**src/rtl/ntt_bfly_sched.sv**
```systemverilog
// ---------------------------------------------------------------------------
// ntt_bfly_sched
//
// Address/twiddle scheduler for an in-place radix-2 NTT butterfly datapath.
// Walks one iterative Cooley-Tukey DIT transform (bit-reversed input,
// natural-order output). Each stage issues DEPTH/2 butterfly commands
// {addr_a, addr_b, twiddle exponent} over a valid/ready handshake, then
// waits PIPE cycles so the butterfly pipeline drains before the next stage
// reads its results. One scheduler serves both forward and inverse passes;
// the inverse flag is latched when a start is accepted.
//
// Ports
//   clk        rising-edge clock
//   rst        asynchronous, active-high reset
//   start      pulse: begin a transform (ignored while busy)
//   inverse    sampled with start; 1 selects inverse twiddles
//   bf_ready   datapath accepts the current command this cycle
//   bf_valid   command valid (only while issuing)
//   bf_addr_a  lower butterfly operand address
//   bf_addr_b  upper operand address (addr_a + 2^stage)
//   bf_tw_idx  twiddle exponent e (datapath uses w^e)
//   bf_stage   current stage index
//   bf_last    final butterfly of the final stage
//   busy       high from the first issue cycle through the done cycle
//   done       one-cycle pulse once the last stage has drained
// ---------------------------------------------------------------------------
module ntt_bfly_sched #(
    parameter int DEPTH = 256,
    parameter int LOGD  = $clog2(DEPTH),
    parameter int PIPE  = 3
) (
    input  logic                    clk,
    input  logic                    rst,
    input  logic                    start,
    input  logic                    inverse,
    input  logic                    bf_ready,
    output logic                    bf_valid,
    output logic [LOGD-1:0]         bf_addr_a,
    output logic [LOGD-1:0]         bf_addr_b,
    output logic [LOGD-1:0]         bf_tw_idx,
    output logic [$clog2(LOGD)-1:0] bf_stage,
    output logic                    bf_last,
    output logic                    busy,
    output logic                    done
);

    localparam int SW = $clog2(LOGD);
    localparam int JW = LOGD - 1;
    localparam int CW = (PIPE > 1) ? $clog2(PIPE) : 1;

    localparam logic [JW-1:0] J_LAST = JW'(DEPTH / 2 - 1);
    localparam logic [SW-1:0] S_LAST = SW'(LOGD - 1);
    localparam logic [CW-1:0] C_LAST = CW'((PIPE > 0) ? PIPE - 1 : 0);

    typedef enum logic [1:0] {
        ST_IDLE,
        ST_ISSUE,
        ST_DRAIN,
        ST_DONE
    } state_t;

    state_t        state_reg, state_next;
    logic [SW-1:0] stage_reg, stage_next;
    logic [JW-1:0] bfly_reg,  bfly_next;
    logic [CW-1:0] drain_reg, drain_next;
    logic          inv_reg,   inv_next;

    logic          accept;
    logic          valid_next, last_next, busy_next, done_next;
    logic [LOGD-1:0] addr_a_next, addr_b_next, tw_next;
    logic [SW-1:0] stage_out_next;

    // address-math temporaries
    logic [LOGD-1:0] jx, half, k, e;
    int              sh;

    // -----------------------------------------------------------------------
    // Next-state and next-output logic. Outputs are computed from the *next*
    // counters and registered, so bf_valid never depends combinationally on
    // bf_ready and a stalled command simply recomputes to the same value.
    // -----------------------------------------------------------------------
    always_comb begin
        state_next = state_reg;
        stage_next = stage_reg;
        bfly_next  = bfly_reg;
        drain_next = drain_reg;
        inv_next   = inv_reg;
        accept     = bf_valid & bf_ready;

        case (state_reg)
            ST_IDLE: begin
                if (start) begin
                    state_next = ST_ISSUE;
                    stage_next = '0;
                    bfly_next  = '0;
                    drain_next = '0;
                    inv_next   = inverse;
                end
            end
            ST_ISSUE: begin
                if (accept) begin
                    if (bfly_reg == J_LAST) begin
                        bfly_next = '0;
                        if (PIPE > 0) begin
                            state_next = ST_DRAIN;
                            drain_next = '0;
                        end else if (stage_reg == S_LAST) begin
                            state_next = ST_DONE;
                        end else begin
                            // no drain needed: next stage starts back-to-back
                            stage_next = stage_reg + 1'b1;
                        end
                    end else begin
                        bfly_next = bfly_reg + 1'b1;
                    end
                end
            end
            ST_DRAIN: begin
                // drain counts wall-clock cycles; bf_ready is irrelevant here
                if (drain_reg == C_LAST) begin
                    drain_next = '0;
                    if (stage_reg == S_LAST) begin
                        state_next = ST_DONE;
                    end else begin
                        stage_next = stage_reg + 1'b1;
                        state_next = ST_ISSUE;
                    end
                end else begin
                    drain_next = drain_reg + 1'b1;
                end
            end
            ST_DONE: begin
                // start here is deliberately ignored
                state_next = ST_IDLE;
            end
            default: begin
                state_next = ST_IDLE;
            end
        endcase

        // Butterfly j of stage s: k = j mod half; the pair sits in block
        // j/half of size 2*half; twiddle stride is DEPTH/(2*half).
        sh          = int'(stage_next);
        jx          = LOGD'(bfly_next);
        half        = LOGD'(1) << sh;
        k           = jx & (half - LOGD'(1));
        addr_a_next = ((jx >> sh) << (sh + 1)) | k;
        addr_b_next = addr_a_next | half;
        e           = k << (LOGD - 1 - sh);
        // inverse uses w^-e = w^(DEPTH-e); modular negate also maps 0 to 0
        tw_next     = inv_next ? (LOGD'(0) - e) : e;

        valid_next     = (state_next == ST_ISSUE);
        last_next      = valid_next && (stage_next == S_LAST) && (bfly_next == J_LAST);
        busy_next      = (state_next != ST_IDLE);
        done_next      = (state_next == ST_DONE);
        stage_out_next = valid_next ? stage_next : '0;
        if (!valid_next) begin
            addr_a_next = '0;
            addr_b_next = '0;
            tw_next     = '0;
        end
    end

    // -----------------------------------------------------------------------
    // State and output registers
    // -----------------------------------------------------------------------
    always_ff @(posedge clk or posedge rst) begin
        if (rst) begin
            state_reg <= ST_IDLE;
            stage_reg <= '0;
            bfly_reg  <= '0;
            drain_reg <= '0;
            inv_reg   <= 1'b0;
            bf_valid  <= 1'b0;
            bf_addr_a <= '0;
            bf_addr_b <= '0;
            bf_tw_idx <= '0;
            bf_stage  <= '0;
            bf_last   <= 1'b0;
            busy      <= 1'b0;
            done      <= 1'b0;
        end else begin
            state_reg <= state_next;
            stage_reg <= stage_next;
            bfly_reg  <= bfly_next;
            drain_reg <= drain_next;
            inv_reg   <= inv_next;
            bf_valid  <= valid_next;
            bf_addr_a <= addr_a_next;
            bf_addr_b <= addr_b_next;
            bf_tw_idx <= tw_next;
            bf_stage  <= stage_out_next;
            bf_last   <= last_next;
            busy      <= busy_next;
            done      <= done_next;
        end
    end

endmodule
```
**config.mk**
```make
export PLATFORM = sky130hd
export DESIGN_NAME = ntt_bfly_sched
export DESIGN_NICKNAME = d
export VERILOG_FILES = /design/src/rtl/ntt_bfly_sched.sv
export SDC_FILE = /design/constraint.sdc
export NUM_CORES = 1
export LEC_CHECK = 0
export ABC_AREA = 0
export CAP_MARGIN = 0
export CORE_MARGIN = 10
export CORE_UTILIZATION = 58
export CTS_CLUSTER_DIAMETER = 60
export CTS_CLUSTER_SIZE = 24
export DETAILED_ROUTE_END_ITERATION = 8
export DONT_BUFFER_PORTS = 1
export PLACE_DENSITY_LB_ADDON = 0.12
export SLEW_MARGIN = 20
export SYNTH_ARGS = -nofsm -noshare
export SYNTH_HDL_FRONTEND = slang
export SYNTH_SLANG_ARGS = --single-unit
```
**constraint.sdc**
```tcl
create_clock -name clk -period 4 [get_ports clk]
set_clock_uncertainty 0.2 [all_clocks]
set_input_delay 1.2 -clock clk [delete_from_list [all_inputs] [get_ports clk]]
set_output_delay 1.2 -clock clk [all_outputs]
set_load 0.005 [all_outputs]
```
After elaboration in Yosys (flattened, before gate mapping)
Index checks and enable logic that the tools add are counted.

storage, ports and cells
  input port bits = 5
  flip-flop bits (word level) = 46

operators by class
  bitwise logic cells = 4
  eq/ne operators = 13
  shift-type cells = 4
  mux-type cells = 26
  $add $sub $neg = 7
  reductions and logical operators = 6

operators with widths
  cell                 count
  $mux 8               4
  $shl 8x32->8         1
  $mux 7               3
  $mux 2               9
  $or 8x8->8           2
  $eq 7x7->1 const B   2
  $pmux 7 s2           1
  $mux 3               4
  $and 7x8->8          1
  $eq 2x2->1 const B   4
  $pmux 2 s4           1
  $shl 1x3->8 const A  1
  $shl 8x4->8          1
  $shr 7x3->8          1
  $sub 1x8->8 const A  1
  $sub 8x1->8 const B  1
  $add 7x1->7 const B  1
  $eq 3x3->1 const B   2
  $ne 2x2->1 const B   3
  $pmux 2 s3           1
  $pmux 3 s2           1
  $add 3x1->4 const B  1
  $eq 2x1->1 const B   2
  $reduce_and 4->1     1
  9 further kinds      11

Depth between registers and ports, before layout
  word-level depth = 11
  mapped depth = 19

Least setup slack after synthesis
Ideal clock, no wire load.

  kind = input-to-reg
  start point = input port start
  end point = register bf_tw_idx[7]
  slack = -0.839 ns
  stages = 16
  buffers on the path = 3
  arrival = 4.560 ns
  library setup time = 0.079 ns
  data required time = 3.721 ns
  cells stage by stage = or3b_1 -> buf_6 -> o211ai_1 -> nand2_2 -> clkinv_1 -> buf_2 -> ha_1 -> buf_2 -> nand2_1 -> ha_1 -> nor3_1 -> a221oi_4 -> a311oi_4 -> nor2_2 -> a41oi_2 -> mux2i_1

between the ends
  longest elaborated chain between the ends = 9
  elaborated cells between the ends (all ways) = 17
  classes of those cells = add/sub (3); eq/ne (1); shift (2); mux (10); bitwise (1)

RTL lines
  what                  line  RTL
  start, declared       34    input logic start,
  $mux 3                92    if (start) begin
  $pmux 3 s2            90    case (state_reg)
  $shl 1x3->8           145   half = LOGD'(1) << sh;
  $sub 8x1->8           146   k = jx & (half - LOGD'(1));
  $and 7x8->8           146
  $shl 8x32->8          149   e = k << (LOGD - 1 - sh);
  $sub 1x8->8           151   tw_next = inv_next ? (LOGD'(0) - e) : e;
  $mux 8                151
  $mux 8 *              158   if (!valid_next) begin
  via tw_next[7]        70    logic [LOGD-1:0] addr_a_next, addr_b_next, tw_next;
  end signal, assigned  192   bf_tw_idx <= tw_next;
  end, declared         40    output logic [LOGD-1:0] bf_tw_idx,

Mark *: on every way through the listed nets, which the timed path passes. The rest lies on a longest branch.
A chain may end at the register's enable or synchronous reset.

Worst setup path after layout
  start point = register stage_reg[0]
  end point = register bf_tw_idx[4]

between the ends
  longest elaborated chain between the ends = 11
  elaborated cells between the ends (all ways) = 18
  classes of those cells = add/sub (4); eq/ne (2); shift (2); mux (9); bitwise (1)

RTL lines
  what                                       line      RTL
  start, declared                            63        logic [SW-1:0] stage_reg, stage_next;
  start signal, assigned                     185       stage_reg <= stage_next;
  $add 3x1->3 or $eq 3x3->1 (tied branches)  125, 122
  $mux 3                                     122       if (stage_reg == S_LAST) begin
  $mux 3                                     120       if (drain_reg == C_LAST) begin
  $pmux 3 s2                                 90
  $shl 1x3->8                                145
  $sub 8x1->8                                146
  $and 7x8->8                                146
  $shl 8x32->8                               149
  $sub 1x8->8                                151
  $mux 8                                     151
  $mux 8 *                                   158
  via tw_next[4]                             70

Marks and branches as above.

==> results.cfg <==
[pwr]
leakagePower_uw = 0.00160
power_density_nw_per_um2 = 1060
finalPower_uw = 4060
peakVddDrop_uv = 639

[critical_path]
path_max_fanout = 11
critPathKind = flip-flop to flip-flop
cpMostUsedCell = nor2_1
slowest_stage = or4b_4
critPathBufInv = 2
crit_path_end_kind = flip-flop
cpPeakStageDelay_ns = 0.50
start_kind = flip-flop
reg2regPathDepth = 15
crit_chain = ha_1, and2_1, or4_1, and3_1, buf_4, ha_4, or4b_4, o211ai_1, nor2_1, a21oi_1, o22ai_2, nor2_1, buf_4, xnor2_1, nor2_1
critical_path_required_ns = 3.99
critPathTopFamily = simple AND/OR/NAND/NOR gates
worstPathArrival_ns = 3.85
cp.depth = 15

[finish]
multi_input_area_um2 = 2030
reg_top3 = bf_addr_a (8), bf_addr_b (8), bf_tw_idx (8)
drive_above_1_share_pct = 29.5
diodes = 0
fin_nets = 397
regArea_um2 = 1150
design_area_um2 = 3830
syn_to_final_growth_pct = 20.9
final_util_pct = 73.5
fillers = 381

[clock_tree]
ctsHoldBuffers = 0
cts_tree = done
root_buffer = clkbuf_8
clock_sinks = 46
path_clk_slew_ns = 0.08
htreeDepth = 2
cts_buffers = 5
cts.path.max_buffers = 2
worstSkewPairLatency_ns = 0.30

[die]
die_area_um2 = 8810
die_w_um = 93.9
start_util_pct = 60.8
die_h_um = 93.9
io_pins = 36
rows = 26
core-area_um2 = 5200

[synthesis]
synthFlopType = dfrtp_1
synth_edf_count = 0
synth_fp_nets = 359
ys_ff_latch = 46
synthMuxAreaShare_pct = 3.04
seq_area_frac_synth_pct = 36.4
synth_top_family_by_area = compound AO/OA/AOI/OAI gates
async_flop_share_pct = 100
synth_fa_ha_area_share_pct = 3.95
synth_xor_area_share_pct = 2.17
synth_compound_area_share_pct = 27.5
postSynthCellCount = 344
syn-mean-instance-area_um2 = 9.20
synth.distinct_cells = 75
syn_area_um2 = 3170
yosys_warnings = 0
synthSimpleGateAreaFrac_pct = 21.3

[drt]
wl_per_cell_um = 20.0
drtIter0Drc = 307
vias_per_cell = 6.64
vias = 3009
drc = 0
wirelength_um = 9040
ant_nets = 0
drtPass1Iterations = 5

[placement]
gp_congestion = 0.899
place_hpwl_um = 6630
place_area_um2 = 3630
pre_cts_slack_ns = -0.149
port_buffers = 0

[worst_hold_path]
holdPathStages = 1
hold_class = flip-flop to flip-flop

[global_routing]
track_usage_pct = 20.0
grt_antenna_before_repair = 0
grt_overflow_total = 0
grt_pass1_vias = 2753
grt_pass1_wl_um = 14200
grt_max_degree = 47

[timing]
hold_violations = 0
fin_ws_ns = 0.138
drv_slew = 0
grt_setup_unrepaired = true
fin_crit_ns = 3.86
tightest_slew_ns = 0.922
setup_viol = 0
clock.fmax_ghz = 0.259
relSlewSlack_pct = 38.5
period_share_pct = 96.5

[job]
maxCapViolations = 0

[outcome]
status = finished, final reports clean
==> kinds of logic (layout without fill, tap and decap cells) <==
kind of cell / count (synthesis) / after routing
AND/OR/NAND/NOR: 128 / 128
multiplexers: 9 / 9
AO/OA/AOI/OAI: 110 / 110
flip-flops: 46 / 46
adder cells (fa/ha/maj): 10 / 10
XOR/XNOR: 7 / 7
buffers and inverters: 34 / 73
==> layout make-up <==
class	count	area share, %
Inverter	14	1.54
Clock buffer	5	1.80
Multi-Input combinational cell	264	52.9
Timing Repair Buffer	51	10.3
Sequential cell	46	30.1
Tap cell	70	2.29
Clock inverter	3	1.05
==> cell usage after synthesis (all sizes together), types with 6 or more instances <==
library cell  count  area share (%)
a21oi            16             2.5
a311oi            6             3.0
a31oi             9             1.8
buf              12             3.0
clkbuf            8            0.95
dfrtp            46              36
ha               10             4.0
inv              11             1.3
mux2i             7             2.3
nand2            40             4.8
nand3            18             3.2
nor2             25             3.0
nor3              9             1.4
o21ai            19             3.1
o22ai             8             1.6
==> path summary, 6_finish.rpt <==
| check | startpoint | slack, ns | to |
|---|---|---|---|
| setup / recovery | stage_reg[0] | 0.14 | bf_tw_idx[4] |
| hold / removal | drain_reg[1] | 0.40 | drain_reg[1] |
| setup reg to reg | stage_reg[0] | 0.14 | bf_tw_idx[4] |
| hold reg to reg | drain_reg[1] | 0.40 | drain_reg[1] |
| max in group asynchronous | rst | 2.24 | bf_tw_idx[6] |
| min in group asynchronous | rst | 0.77 | bf_stage[0] |
==> cells in the final DEF (no fill, tap or decap), types with 3 or more instances in the layout <==
cell type,n
buf_4,50
dfrtp_1,46
nand2_1,38
nor2_1,24
nand3_1,16
a21oi_1,16
o21ai_0,12
inv_1,9
nor3_1,8
a31oi_1,8
o21ai_1,6
mux2i_1,6
o22ai_1,6
ha_4,6
o211ai_1,5
and3_1,5
clkbuf_8,5
nand2b_1,4
nand4_1,4
or2_2,4
a211oi_1,4
and2_1,3
clkinv_2,3
o21bai_1,3
a311oi_1,3
a32oi_1,3
xor2_1,3
o221ai_1,3
xnor2_1,3
ha_1,3
==> per-layer routing <==
| metal | up-vias | global-route usage, % | part of all wire [%] |
|---|---|---|---|
| met2 | 162 | 32.0 | 47 |
| met3 | 26 | 3.84 | 7.9 |
| met5 | - | 0 | 0 |
| li1 | 1372 | - | - |
| met1 | 1449 | 26.2 | 43 |
| met4 | 0 | 6.84 | 2.3 |
==> where the power goes <==
| group | internal [uW] | total, uW | switching, uW |
|---|---|---|---|
| combinational | 1330 | 2980 | 1650 |
| sequential | 638 | 745 | 107 |
| clock | 184 | 339 | 155 |
==> what timing repair did <==
item,in CTS,in global routing
gates resized for setup,0,14
endpoints found under the setup margin,0,4
setup buffers,0,4
endpoints found under the hold margin,0,0
==> metrics by stage <==
step | setup TNS [ns] | hold WS [ns] | std cells
floorplan | -1.02 | 0.344 | 344
global placement | -0.305 | 0.374 | 441
detailed placement | -0.582 | 0.378 | 441
CTS | 0 | 0.402 | 449
global route | -0.0287 | 0.443 | 453
finish | 0 | 0.402 | 453
No activity file was read; power rests on OpenSTA's default activity.
